File: src/rtl/dffram_arb_pkg.sv
// Shared types and helpers for the DFFRAM arbiter: owner encoding,
// Wishbone port states and byte-lane extraction from a core bit mask.
package dffram_arb_pkg;

    typedef enum logic [1:0] {
        OWN_NONE = 2'd0,
        OWN_LD   = 2'd1,
        OWN_CORE = 2'd2,
        OWN_WB   = 2'd3
    } owner_e;

    typedef enum logic {
        WB_IDLE = 1'b0,
        WB_ACK  = 1'b1
    } wb_state_e;

    localparam int LANES = 4;

    // A byte lane is written when any bit of that byte is set in the mask.
    function automatic logic [LANES-1:0] mask_to_lanes(input logic [31:0] mask);
        logic [LANES-1:0] lanes;
        lanes = '0;
        for (int i = 0; i < LANES; i++) begin
            lanes[i] = |mask[8*i +: 8];
        end
        return lanes;
    endfunction

endpackage

File: src/rtl/dffram_arb_wb_port.sv
// Wishbone side of the DFFRAM arbiter: request generation, starvation
// counter, the IDLE/ACK handshake FSM and read-data return.
// Build option: DFFRAM_ARB_WB_EN. When defined, Wishbone competes for the
// RAM and the starvation counter is present. When undefined, Wishbone never
// touches the RAM, but every strobe is still acknowledged one cycle later
// with zero read data.
module dffram_arb_wb_port
    import dffram_arb_pkg::*;
#(
    parameter int STARVE_LIMIT = 4
) (
    input  logic        clk,
    input  logic        rst,
    input  logic        cyc,
    input  logic        stb,
    input  logic        gnt,
    input  logic        rd_pending,
    input  logic [31:0] ram_do,
    output logic        req,
    output logic        force_win,
    output logic        ack,
    output logic [31:0] dat
);

    wb_state_e state;
    wb_state_e state_next;
    logic      start;

`ifdef DFFRAM_ARB_WB_EN

    localparam int CW = $clog2(STARVE_LIMIT + 1);
    localparam logic [CW-1:0] LIMIT = CW'(STARVE_LIMIT);

    logic [CW-1:0] starve_cnt;

    assign req       = cyc & stb & (state == WB_IDLE);
    assign force_win = (starve_cnt == LIMIT);
    assign start     = gnt;

    // Count consecutive denied cycles of a pending request; saturate at the limit.
    always_ff @(posedge clk) begin
        if (rst) begin
            starve_cnt <= '0;
        end else if (!req || gnt) begin
            starve_cnt <= '0;
        end else if (starve_cnt != LIMIT) begin
            starve_cnt <= starve_cnt + 1'b1;
        end
    end

    assign dat = (ack && rd_pending) ? ram_do : 32'h0;

`else

    logic unused_inputs;

    assign req           = 1'b0;
    assign force_win     = 1'b0;
    assign start         = cyc & stb;
    assign dat           = 32'h0;
    assign unused_inputs = ^{gnt, rd_pending, ram_do};

`endif

    // Handshake state register.
    always_ff @(posedge clk) begin
        if (rst) begin
            state <= WB_IDLE;
        end else begin
            state <= state_next;
        end
    end

    // An accepted strobe moves to ACK; ACK always lasts exactly one cycle.
    always_comb begin
        state_next = state;
        case (state)
            WB_IDLE: begin
                if (start) begin
                    state_next = WB_ACK;
                end
            end
            WB_ACK: begin
                state_next = WB_IDLE;
            end
            default: begin
                state_next = WB_IDLE;
            end
        endcase
    end

    assign ack = (state == WB_ACK) & ~rst;

endmodule

File: src/rtl/dffram_arbiter.sv
// Single-port arbiter sharing one 32-bit DFFRAM macro between the UART
// program loader, the core memory port and the Caravel Wishbone slave.
// Priority: loader > starved Wishbone > core > Wishbone. The read owner is
// registered so that the next-cycle RAM output is routed to the right port.
// Build option: DFFRAM_ARB_WB_EN enables Wishbone access to the RAM.
module dffram_arbiter
    import dffram_arb_pkg::*;
#(
    parameter int AW           = 8,
    parameter int STARVE_LIMIT = 4
) (
    input  logic          clk_i,
    input  logic          rst_i,

    input  logic          ld_we_i,
    input  logic [AW-1:0] ld_addr_i,
    input  logic [31:0]   ld_wdata_i,

    input  logic          core_req_i,
    input  logic          core_we_i,
    input  logic [AW-1:0] core_addr_i,
    input  logic [31:0]   core_wdata_i,
    input  logic [31:0]   core_wmask_i,
    output logic          core_gnt_o,
    output logic          core_rvalid_o,
    output logic [31:0]   core_rdata_o,

    input  logic          wbs_cyc_i,
    input  logic          wbs_stb_i,
    input  logic          wbs_we_i,
    input  logic [3:0]    wbs_sel_i,
    input  logic [31:0]   wbs_adr_i,
    input  logic [31:0]   wbs_dat_i,
    output logic          wbs_ack_o,
    output logic [31:0]   wbs_dat_o,

    output logic          ram_en_o,
    output logic [3:0]    ram_we_o,
    output logic [AW-1:0] ram_a_o,
    output logic [31:0]   ram_di_o,
    input  logic [31:0]   ram_do_i
);

    owner_e        owner;
    owner_e        rd_owner_q;
    logic          wb_req;
    logic          wb_force;
    logic          wb_gnt;
    logic [AW-1:0] wb_word;
    logic          unused_adr_bits;

    assign wb_word         = wbs_adr_i[AW+1:2];
    assign unused_adr_bits = ^{wbs_adr_i[31:AW+2], wbs_adr_i[1:0]};

    dffram_arb_wb_port #(
        .STARVE_LIMIT(STARVE_LIMIT)
    ) u_wb_port (
        .clk        (clk_i),
        .rst        (rst_i),
        .cyc        (wbs_cyc_i),
        .stb        (wbs_stb_i),
        .gnt        (wb_gnt),
        .rd_pending (rd_owner_q == OWN_WB),
        .ram_do     (ram_do_i),
        .req        (wb_req),
        .force_win  (wb_force),
        .ack        (wbs_ack_o),
        .dat        (wbs_dat_o)
    );

    // Pick one owner per cycle; the loader keeps working while the SoC is in reset.
    always_comb begin
        owner = OWN_NONE;
        if (ld_we_i) begin
            owner = OWN_LD;
        end else if (!rst_i) begin
            if (wb_req && wb_force) begin
                owner = OWN_WB;
            end else if (core_req_i) begin
                owner = OWN_CORE;
            end else if (wb_req) begin
                owner = OWN_WB;
            end
        end
    end

    // Drive the RAM and the grants from the chosen owner; idle RAM inputs are zero.
    always_comb begin
        ram_en_o   = 1'b0;
        ram_we_o   = 4'h0;
        ram_a_o    = '0;
        ram_di_o   = 32'h0;
        core_gnt_o = 1'b0;
        wb_gnt     = 1'b0;
        case (owner)
            OWN_LD: begin
                ram_en_o = 1'b1;
                ram_we_o = 4'hF;
                ram_a_o  = ld_addr_i;
                ram_di_o = ld_wdata_i;
            end
            OWN_CORE: begin
                core_gnt_o = 1'b1;
                ram_en_o   = 1'b1;
                ram_we_o   = core_we_i ? mask_to_lanes(core_wmask_i) : 4'h0;
                ram_a_o    = core_addr_i;
                ram_di_o   = core_wdata_i;
            end
            OWN_WB: begin
                wb_gnt   = 1'b1;
                ram_en_o = 1'b1;
                ram_we_o = wbs_we_i ? wbs_sel_i : 4'h0;
                ram_a_o  = wb_word;
                ram_di_o = wbs_dat_i;
            end
            default: begin
                ram_en_o = 1'b0;
            end
        endcase
    end

    // Remember who issued a read so next cycle's RAM output goes back to them.
    always_ff @(posedge clk_i) begin
        if (rst_i) begin
            rd_owner_q <= OWN_NONE;
        end else if (owner == OWN_CORE && !core_we_i) begin
            rd_owner_q <= OWN_CORE;
        end else if (owner == OWN_WB && !wbs_we_i) begin
            rd_owner_q <= OWN_WB;
        end else begin
            rd_owner_q <= OWN_NONE;
        end
    end

    assign core_rvalid_o = (rd_owner_q == OWN_CORE) & ~rst_i;
    assign core_rdata_o  = core_rvalid_o ? ram_do_i : 32'h0;

endmodule

File: config.mk
export PLATFORM = sky130hd
export DESIGN_NAME = dffram_arbiter
export DESIGN_NICKNAME = d
export VERILOG_FILES = /design/src/rtl/dffram_arb_pkg.sv /design/src/rtl/dffram_arb_wb_port.sv /design/src/rtl/dffram_arbiter.sv
export SDC_FILE = /design/constraint.sdc
export NUM_CORES = 1
export LEC_CHECK = 0
export CAP_MARGIN = 20
export CORE_AREA = 2 2 130 132
export DETAILED_ROUTE_END_ITERATION = 16
export DIE_AREA = 0 0 132 134
export PLACE_DENSITY_LB_ADDON = 0.3
export SYNTH_ARGS = -nofsm -noshare
export SYNTH_HDL_FRONTEND = slang
export SYNTH_SLANG_ARGS = --single-unit
File: constraint.sdc
create_clock -name clk_i -period 2.7 [get_ports clk_i]
set_input_delay 0.54 -clock clk_i [delete_from_list [all_inputs] [get_ports clk_i]]
set_output_delay 0.54 -clock clk_i [all_outputs]
set_load 0.1 [all_outputs]
# --- Yosys cells after proc, flatten, opt, wreduce, memory -nomap -nowiden ---
# Index checks and enable logic that the tools add are counted.
word_totals:
  regBits: 3
  inputBits: 220
  out_inout_bits: 112
  elab_cells: 37
classes:
  n_eq_ne: 4
  muxes: 15
  bitwise_logic: 5
  n_reduce_logical: 10
op_table:
  columns: ["op", "n"]
  rows:
  - ["$pmux W32 S3", 1]
  - ["$mux W32", 1]
  - ["$reduce_or A8 Y1", 4]
  - ["$pmux W8 S3", 1]
  - ["$pmux W4 S3", 1]
  - ["$mux W2", 5]
  - ["$mux W4", 2]
  - ["$eq A2 B2 Y1 const B", 3]
  - ["$and A1 B1 Y1", 3]
  - ["$mux W1", 3]
  - ["$reduce_or A3 Y1", 1]
  - ["$eq A2 B1 Y1 const B", 1]
  - ["$logic_and A1 B1 Y1", 2]
  - ["$logic_not A1 Y1", 2]
  - ["$not A1 Y1", 2]
  - ["$pmux W1 S2", 1]
  - ["$reduce_or A2 Y1", 1]

# --- Depth between registers and ports, before layout ---
logic_depth:
  ltp_word: 7
  depth_mapped: 4
  mapped_depth_nobuf: 3

# --- Cells and area by module ---
# A second synthesis with hierarchy kept.
hier_totals:
  hier_cells: 201
  area_unflattened_um2: 1597.8
modules_own_cells:
  columns: ["module", "instances", "cells_per_inst", "area_each_um2", "seq_area_each_um2"]
  rows:
  - ["dffram_arbiter", 1, 163, 1297.5, 40.0]
  - ["dffram_arb_wb_port", 1, 38, 300.3, 20.0]

# --- Worst setup path after synthesis ---
# Ideal clock, no wire load.
synth_path:
  kind: "input to output"
  from: "input port rst_i"
  to: "output port core_rdata_o[22]"
  arrival_ns: 2.131
  required_ns: 2.160
  slack_ns: 0.029
  cell_stages: 3
  cell_sequence: "nor3b_2 > buf_2 > and2_1"
synth_via:
  elab_chain_cells: 3
synth_rtl:
  columns: ["element", "line_no", "text"]
  rows:
  - ["start: declaration", "dffram_arbiter.sv:13", "input logic rst_i,"]
  - ["$not A1 Y1", "dffram_arbiter.sv:135", "assign core_rvalid_o = (rd_owner_q == OWN_CORE) & ~rst_i;"]
  - ["$and A1 B1 Y1", "dffram_arbiter.sv:135", null]
  - ["net core_rvalid_o", "dffram_arbiter.sv:25", "output logic core_rvalid_o,"]
  - ["$mux W32", "dffram_arbiter.sv:136", "assign core_rdata_o = core_rvalid_o ? ram_do_i : 32'h0;"]
  - ["end: declaration", "dffram_arbiter.sv:26", "output logic [31:0] core_rdata_o,"]
# The timed path passes the listed nets, and every way through them passes these cells.

# --- Worst setup path in the final report ---
layout_path:
  from: "input port rst_i"
  to: "output port ram_di_o[11]"
layout_via:
  elab_chain_cells: 4
layout_rtl:
  columns: ["element", "line_no", "text"]
  rows:
  - ["$mux W2 (*)", "dffram_arbiter.sv:76", "end else if (!rst_i) begin"]
  - ["$mux W2 (*)", "dffram_arbiter.sv:74", "if (ld_we_i) begin"]
  - ["$eq A2 B2 Y1 / $eq A2 B1 Y1 (equally long branches)", "dffram_arbiter.sv:95", "case (owner)"]
  - ["$pmux W32 S3 (*)", "dffram_arbiter.sv:95", null]
  - ["end: declaration", "dffram_arbiter.sv:40", "output logic [31:0] ram_di_o,"]
# Every way passes the cells marked *; elsewhere a longest branch is shown, timed or not.

==> metrics <==
Worst-path clk slew 0.03 ns; global-route wire length before repair 10500 um; status finished clean; commonest non-fill, non-tap cell in the layout clkdlybuf4s50_1; Vias 1907; Seq/Total Area, Yosys 5.33%; CTS buffer count 3; IR Drop Worst-Case VDD 151 uV; critical path capture point type primary output; vias in the first global route 2019; Area growth, synth to finish 294%; setup ws final 0.215 ns; Synth Warn # 0; Layout Nets 590; Layout Skew 0 ns; Routed WL 7200 um; Yosys reg bits 3; GRT overflow 0; register area 60.1 sq um; share of post-route cells with drive strength above 1 25.7%; sw frac 52.1%; final count of negative-setup-slack endpoints 0; CP arrival 1.95 ns; Resize count post-CTS 0; Pre-antenna DRT Iters 3; critical path, cell by cell clkdlybuf4s50_1 -> nand2b_4 -> nor2_8 -> buf_12 -> a22o_1 -> buf_12; Die Area 0.0177 sq mm; Core Area 0.0163 sq mm; setup bufs post-CTS 0; TritonCTS clock tree yes; clock tree buffer depth 2; CTS root buffer clkbuf_16; # diodes 0; slowest stage delay, CP 0.48 ns; Pwr Density 312 mW/mm^2; multi-input logic area 848 sq um; total of max-cap violations 0; dpl ws 0.202 ns; CP Launch Point rst_i; Pint 0.000664 W; Startpoint Class input port; die extent in x 132 um; leakage power 1.76 nW; Crit-path slowest cell clkdlybuf4s50_1; cell row count 47; f_max 402 MHz; period utilisation layout 92.0%; Die H 134 um; Hold Violations, Final 0; Crit path buffers/inverters 3; met2 Resource Use GR 15.0%; Mapped Cells 143; residual DRC count 0; worst min path class register to register; later-pin clock latency in the skew report 0.22 ns; hold wc startpoint u_wb_port.state; setup TNS 0 ns; WL per Instance 12.2 um; Distinct cells, synth 17; Iter 0 DRT Violations 8; clock power share 16.8%; grt met3 use 2.61%; most frequent cells in the layout clkdlybuf4s50_1 (149), buf_12 (84), a22o_1 (40), conb_1 (33), and2_1 (32); via/cell ratio 3.24; CP delay by family, top buffers and inverters; fill count 1709; initial antenna violation count 0; port bufs 230; HPWL Detailed 6560 um; reg-to-reg startpoint u_wb_port.state; Pins Over Slew Limit 0; antenna viol nets, final 0; Post-Syn Area 0.00113 sq mm; Most common cell on crit path buf_12; critical path required time 2.16 ns; H-tree depth 1; Synth area leader a22o_1; Max FO, Critical Path 25; register share of total power 3.4%; busiest layer in global routing met2; Synth top area share 31.1%; largest net degree at the start of global routing 41; starting density of the core 6.91%; clk sinks 3; IO Count 332; Gate power share 79.8%; top post-synthesis cells by area a22o_1 (31%), buf_4 (25%), and2_1 (18%); Psw 0.000723 W; routability congestion estimate 0.751; GR met1 Demand/Resource 7.22%; Crit Path Class input port to primary output; average cell area after synthesis 7.87 sq um; RSZ-0062 raised after global routing false; GRT Util Overall 7.47%; post-cts hold buffer count 0; minimum clock period after layout 2.49 ns
-- layer usage --
layer | wire [um] | vias to the layer above
met4 | 96 | 0
met1 | 2380 | 841
met2 | 3930 | 150
met3 | 792 | 6
met5 | 0 | -
li1 | - | 910
-- final timing paths --
check	end	slack (ns)	cells after the start
setup reg to reg	u_wb_port.state	2.04	1
hold / removal	u_wb_port.state	0.43	1
setup / recovery	ram_di_o[11]	0.21	6
hold reg to reg	u_wb_port.state	0.43	1
-- per-stage QoR --
stage	hold slack (ns)	cells	area, sq um	utilization (%)	total power, W
6_report	0.435	589	4440	27.3	0.00139
2_1_floorplan	0.390	175	1250	-	0.000724
4_1_cts	0.438	589	4440	27.3	0.00140
5_1_grt	0.457	589	4440	27.3	0.00143
3_3_place_gp	0.404	585	4360	26.8	0.00115
3_5_place_dp	0.419	585	4360	26.8	0.00116
-- power groups by stage --
stage | logic, W | registers (W) | clock network [W]
after CTS | 0.00111 | 0.0000473 | 0.000238
final | 0.00111 | 0.0000473 | 0.000233
after global routing | 0.00114 | 0.0000474 | 0.000246
after global placement | 0.00111 | 0.0000477 | 0
after floorplan | 0.000677 | 0.0000476 | 0
after detailed placement | 0.00111 | 0.0000478 | 0
-- cell type report --
type / count / share of cell area [%]
Clock buffer: 4 / 1.78
Multi-Input combinational cell: 128 / 19.1
Sequential cell: 3 / 1.35
Tap cell: 220 / 6.20
Timing Repair Buffer: 234 / 71.6
-- flip-flops by register name (all words and copies together), names as in the netlist --
name             flops
u_wb_port.state      1
rd_owner_q           2
-- cells in the mapped netlist (all sizes together) --
master   n
nand2    4
a22o    40
conb     1
nor4bb   1
nor4     8
a31o     4
buf     44
dfxtp    3
and2    32
nand2b   2
nor2     1
nor3b    1
nor3     1
nor2b    1
-- kinds of logic after synthesis --
group | count (synthesis) | share of synthesized area, %
AOI/OAI and AO/OA | 44 | 34.2
and+or+nand+nor | 51 | 30.1
DFF | 3 | 5.33
other | 1 | 0.333
buffers and inverters | 44 | 30.0
(Power assumes the default switching activity.)
